[config.mk]
export PLATFORM = sky130hd
export DESIGN_NAME = serial_stim_source
export DESIGN_NICKNAME = d
export VERILOG_FILES = /design/src/rtl/serial_stim_source.sv
export SDC_FILE = /design/constraint.sdc
export NUM_CORES = 1
export LEC_CHECK = 0
export CAP_MARGIN = 10
export CORE_MARGIN = 4
export CORE_UTILIZATION = 40
export DETAILED_ROUTE_END_ITERATION = 6
export PLACE_DENSITY = 0.79
export SYNTH_ARGS = -nofsm -noshare
export SYNTH_HDL_FRONTEND = slang
export SYNTH_SLANG_ARGS = --single-unit
[constraint.sdc]
create_clock -name clk -period 3.7 [get_ports clk]
set_input_delay 0.37 -clock clk [delete_from_list [all_inputs] [get_ports clk]]
set_output_delay 0.37 -clock clk [all_outputs]
set_load 0.01 [all_outputs]
[src/rtl/serial_stim_source.sv]
// Parallel-to-serial stimulus source that feeds the sequence FSM's x_in.
// It captures a word on a load/ready handshake and then emits one bit per clock, with a hold input that stalls it.
module serial_stim_source #(
  parameter int WIDTH     = 8,
  parameter bit MSB_FIRST = 1'b1,
  localparam int CW       = $clog2(WIDTH)
) (
  input  logic             rstn,
  input  logic             clk,
  input  logic             load,
  input  logic [WIDTH-1:0] din,
  input  logic             hold,
  output logic             ready,
  output logic             x_out,
  output logic             x_valid,
  output logic             done,
  output logic             busy,
  output logic [CW-1:0]    bit_cnt,
  output logic [1:0]       state
);

  typedef enum logic [1:0] {
    IDLE  = 2'b00,
    SHIFT = 2'b01,
    DONE  = 2'b10
  } state_t;

  localparam logic [CW-1:0] LAST_IDX = CW'(WIDTH - 1);

  state_t           state_r;
  logic [WIDTH-1:0] shreg;

  // Bit that leaves the word next, in the chosen serialization order.
  function automatic logic head_bit(input logic [WIDTH-1:0] w);
    return MSB_FIRST ? w[WIDTH-1] : w[0];
  endfunction

  function automatic logic [WIDTH-1:0] shift_word(input logic [WIDTH-1:0] w);
    return MSB_FIRST ? (w << 1) : (w >> 1);
  endfunction

  assign state = state_r;
  assign ready = (state_r == IDLE);
  assign busy  = (state_r != IDLE);

  // shreg always holds the bits still to be sent, so that the next one sits at the head.
  always_ff @(posedge clk or negedge rstn) begin
    if (!rstn) begin
      state_r <= IDLE;
      shreg   <= '0;
      x_out   <= 1'b0;
      x_valid <= 1'b0;
      done    <= 1'b0;
      bit_cnt <= '0;
    end else begin
      case (state_r)
        IDLE: begin
          x_out   <= 1'b0;
          x_valid <= 1'b0;
          done    <= 1'b0;
          if (load) begin
            shreg   <= shift_word(din);
            x_out   <= head_bit(din);
            x_valid <= 1'b1;
            bit_cnt <= '0;
            state_r <= SHIFT;
          end
        end
        SHIFT: begin
          if (!hold) begin
            if (bit_cnt == LAST_IDX) begin
              x_out   <= 1'b0;
              x_valid <= 1'b0;
              done    <= 1'b1;
              bit_cnt <= '0;
              state_r <= DONE;
            end else begin
              x_out   <= head_bit(shreg);
              shreg   <= shift_word(shreg);
              bit_cnt <= bit_cnt + CW'(1);
            end
          end
        end
        DONE: begin
          done    <= 1'b0;
          state_r <= IDLE;
        end
        default: begin
          // Recovery from the unused code 2'b11: the outputs are set as at reset.
          state_r <= IDLE;
          shreg   <= '0;
          x_out   <= 1'b0;
          x_valid <= 1'b0;
          done    <= 1'b0;
          bit_cnt <= '0;
        end
      endcase
    end
  end

endmodule
# [Yosys cells after proc, flatten, opt, wreduce, memory -nomap -nowiden]
# Cells that the tools add are included.
[word_totals] ff_bits=16 in_bits=12 output_inout_bits=10 wordCells=46
[classes] add_sub_neg=1 n_eq_ne=7 mux=23 bitwise_logic=1 reduce_logical=8
[op_table] operator="two-way mux 8 bit" count=3
[op_table] operator="one-hot mux 8 bit (3 select lines)" count=1
[op_table] operator="two-way mux 1 bit" count=9
[op_table] operator="two-way mux 3 bit" count=3
[op_table] operator="one-hot mux 3 bit (3 select lines)" count=1
[op_table] operator="AND reduction 3 bit" count=3
[op_table] operator="!= test 2 bit (second input constant)" count=4
[op_table] operator="two-way mux 2 bit" count=3
[op_table] operator="one-hot mux 1 bit (3 select lines)" count=2
[op_table] operator="one-hot mux 2 bit (2 select lines)" count=1
[op_table] operator="AND reduction 2 bit" count=2
[op_table] operator="AND reduction 4 bit" count=1
[op_table] operator="adder 3 x 1 -> 3 bit (second input constant)" count=1
[op_table] operator="equality test 3 bit (second input constant)" count=1
[op_table] operator="equality test 2 x 1 -> 1 bit (second input constant)" count=1
[op_table] operator="equality test 2 bit (second input constant)" count=1
[op_table] operator="logical NOT 2 bit" count=1
[op_table] operator="nonzero test 2 bit" count=1
[op_table] operator="NOT 1 bit" count=1

# [Logic depth before layout (Yosys ltp)]
[logic_depth] ltp_word=4 ltp_mapped=5 depth_no_buf=5

# [Worst setup path after synthesis]
# Ideal clock, no wire load.
[synth_timing] kind="reg2reg" start="reg bit_cnt[0]" end="reg shreg[2]" setup_ns=0.125 t_arrival_ns=1.613 required_ns=3.575 slack_ns=1.962 stages_incl_launch_ff=6 n_path_buf=0 synth_period_minus_slack_ns=1.738 path_cell_list="dfrtp_1 ha_1 ha_1 nor2_1 a2bb2oi_4 mux2_2"
[synth_between] elab_chain_len=3
[synth_rtl] item="from (decl)" line_no="18" source="output logic [CW-1:0] bit_cnt,"
[synth_rtl] item="from (signal assigned)" line_no="80" source="bit_cnt <= bit_cnt + CW'(1);"
[synth_rtl] item="equality test 3 bit" line_no="71" source="if (bit_cnt == LAST_IDX) begin"
[synth_rtl] item="!= test 2 bit (no source line)"
[synth_rtl] item="AND reduction 4 bit (no source line)"
[synth_rtl] item="to (signal assigned)" line_no="62" source="shreg <= shift_word(din);"
[synth_rtl] item="to (signal assigned)" line_no="79" source="shreg <= shift_word(shreg);"
[synth_rtl] item="to (decl)" line_no="31" source="logic [WIDTH-1:0] shreg;"
# Every way passes these cells.
# A chain may end at the register's enable or synchronous reset.

# [Worst setup path after layout]
[layout_timing] start="reg state_r[0] (netlist: state[0])" end="out ready"
[layout_between] elab_chain_len=1
[layout_rtl] item="from (decl)" line_no="30" source="state_t state_r;"
[layout_rtl] item="from (signal assigned)" line_no="49" source="state_r <= IDLE;"
[layout_rtl] item="from (signal assigned)" line_no="66" source="state_r <= SHIFT;"
[layout_rtl] item="from (signal assigned)" line_no="76" source="state_r <= DONE;"
[layout_rtl] item="logical NOT 2 bit" line_no="43" source="assign ready = (state_r == IDLE);"
[layout_rtl] item="to (decl)" line_no="13" source="output logic ready,"
# Every way passes these cells.

==> results.txt <==
P_leak - 0.5268 nW
worst hold slack - 0.4922 ns
endpoints failing hold - 0
clk buf depth - 2
Area contributors post-synth - dfrtp_1 (45%), mux2i_1 (11%), mux2_2 (8.2%)
IO Pins - 22
Max Clock Freq - 0.4392 GHz
drt pass-1 iters - 4
Inst Count DP - 119
Rows - 16
Finished Core Util - 0.5370
Post-route DRC - 0
synthesized area - 827.0 um2
Slew @ Worst Pin - 0.6811 ns
final worst slack - 1.423 ns
Worst Setup Start Kind - flip-flop
Initial Utilization - 0.4216
sequential share of power - 0.396
Yosys warnings - 0
Synth Register Bits - 15
layout cells sized above 1 - 0.1250
Die Wd - 53.47 um
number of buffers created by CTS - 3
status - complete, no violations
Slew Viols, Final - 0
Placer Congestion - 0.7567
Synth-to-Final Area Change - 27.38%
Antenna Cells - 0
clock latency on the worst-skew pair - 0.28 ns
post-route cell area - 1054 um2
power per cell area - 694.3 nW/um2
largest net degree at the start of global routing - 18
combinational fraction of design power - 0.478
H-tree level count - 1
Clk Tree Root Cell - clkbuf_4
crit share post-route - 0.6153
Int Pwr - 471.7 uW
Max-slew headroom - 0.5445
Critical Path Fanout Max - 17
non-filler cells, final - 123
syn nets - 91
Layout Nets - 112
area leader, netlist - dfrtp_1
drt via density - 4.862
max_cap viols - 0
CTS tree - done
maximum VDD drop - 254.1 uV
minimum clock period after layout - 2.277 ns
RSZ-0062 raised after global routing - false
WP data required - 3.33 ns
clock sink total - 15
routed wire length - 1.532 mm
clock skew - 0.007562 ns
clock network power share - 0.126
initial antenna violation count - 0
area of placed instances - 1027 um2
gr usage total - 0.1271
Sw Ratio - 0.3551
first-pass GRT wire length - 2.532 mm
setup tns final - 0 ns
switching power - 259.7 uW
Die H - 53.47 um
core area - 1962 um2
Arrival @ worst endpoint - 1.91 ns
port buffer count - 21
total number of vias - 598
drt wl/cell - 12.46 um
Total Power - 731.5 uW
First DRT Iteration DRCs - 8
vias in the first global route - 584
count of cell types in the netlist - 21
gr ovfl total - 0
Place WS - 1.730 ns
Setup Fix Bufs, Post-CTS - 0
CTS resizes - 0
HP Class - in2async
setup violators final - 0
Final ANT Viol Nets - 0
hold_buf cts - 0
dpl hpwl - 1.143 mm
Worst-path clk slew - 0.09 ns
Crit Path Category - reg2out
die area - 2859 um2
Syn Inst Count - 76
mean post-synth cell area - 10.88 um2
crit end category - output pin
post-synth top area share - 0.4539
Seq/Total Area, Yosys - 0.4539
## worst paths after layout
| kind | cells after the start | start | slack (ns) | to |
|---|---|---|---|---|
| worst max-delay path | 3 | state[0]$_DFFE_PN0P_ | 1.42 | ready |
| worst min-delay path | 1 | rstn | 0.49 | shreg[1]$_DFFE_PN0P_ |
| worst max register to register | 5 | bit_cnt[0]$_DFFE_PN0P_ | 1.85 | shreg[7]$_DFFE_PN0P_ |
| worst min register to register | 1 | shreg[6]$_DFFE_PN0P_ | 0.51 | shreg[6]$_DFFE_PN0P_ |
| max in group asynchronous | 1 | rstn | 2.77 | x_valid$_DFFE_PN0P_ |
| min in group clk | 1 | shreg[6]$_DFFE_PN0P_ | 0.51 | shreg[6]$_DFFE_PN0P_ |
## worst max-delay path, cell delays in order (launching register included)
cell and delay (ns):
dfrtp_1 0.62, or2_2 0.40, inv_1 0.07, clkdlybuf4s50_1 0.53
## flip-flops by register name (all words and copies together) (netlist names)
| name | cells |
|---|---|
| bit_cnt | 3 |
| done | 1 |
| shreg | 7 |
| state | 2 |
| x_out | 1 |
| x_valid | 1 |
## cell families after synthesis
family	after synthesis	share of synthesized area
compound gates	11	0.1044
fa+ha+maj	3	0.04539
buf+inv	8	0.06656
flops	15	0.4539
mux	15	0.1906
simple gates	24	0.1392
## layout by cell type, fill, tap and decap left out
| master | netlist | routed |
|---|---|---|
| clkdlybuf4s50_1 | 0 | 21 |
| and3b_1 | 1 | 1 |
| nand2b_1 | 1 | 1 |
| a211oi_1 | 1 | 1 |
| clkbuf_1 | 0 | 1 |
| mux2i_1 | 9 | 9 |
| nor2_1 | 11 | 11 |
| inv_1 | 3 | 3 |
| mux2_2 | 6 | 6 |
| nor2b_1 | 2 | 2 |
| nor3_1 | 1 | 1 |
| a21oi_1 | 4 | 4 |
| nand2_1 | 5 | 5 |
| ha_1 | 3 | 3 |
| a2bb2oi_4 | 1 | 1 |
| nor3b_1 | 1 | 1 |
| dfrtp_1 | 15 | 15 |
| a21o_1 | 1 | 1 |
| or2_2 | 1 | 1 |
| clkbuf_4 | 0 | 3 |
| o22ai_1 | 4 | 4 |
| nand2b_2 | 1 | 1 |
## routing by layer
| layer | vias up | wire length [um] | track usage | share of wire |
|---|---|---|---|---|
| met1 | 279 | 709 | 0.1596 | 0.46 |
| met3 | 4 | 96 | 0.03380 | 0.063 |
| met5 | - | 0 | 0 | 0 |
| met2 | 16 | 688 | 0.1918 | 0.45 |
| met4 | 0 | 38 | 0.07660 | 0.025 |
| li1 | 299 | - | - | - |
## layout make-up
type / count / area, um2
Timing Repair Buffer: 21 / 210.2
Clock buffer: 4 / 26.28
Sequential cell: 15 / 375.4
Tap cell: 27 / 33.78
Fill cell: 190 / 908.4
Inverter: 3 / 11.26
Multi-Input combinational cell: 53 / 396.6
## Yosys cell counts
master,instances
o22ai_1,4
nand2b_1,1
nand2b_2,1
mux2i_1,9
buf_2,2
a21oi_1,4
nand2_1,5
dfrtp_1,15
or2_2,1
ha_1,3
a2bb2oi_4,1
nor2b_1,2
inv_1,3
and3b_1,1
nor2_1,11
nor3_1,1
a21o_1,1
buf_6,3
nor3b_1,1
mux2_2,6
a211oi_1,1
## power by group through the flow
| stage | clock network [mW] | logic [mW] | registers, mW |
|---|---|---|---|
| 2_1_floorplan | 0 | 0.248 | 0.278 |
| 3_3_place_gp | 0 | 0.343 | 0.290 |
| 3_5_place_dp | 0 | 0.354 | 0.294 |
| 4_1_cts | 0.0989 | 0.355 | 0.290 |
| 5_1_grt | 0.106 | 0.387 | 0.299 |
| 6_report | 0.0919 | 0.350 | 0.290 |
Power figures use the tool's default switching activity.
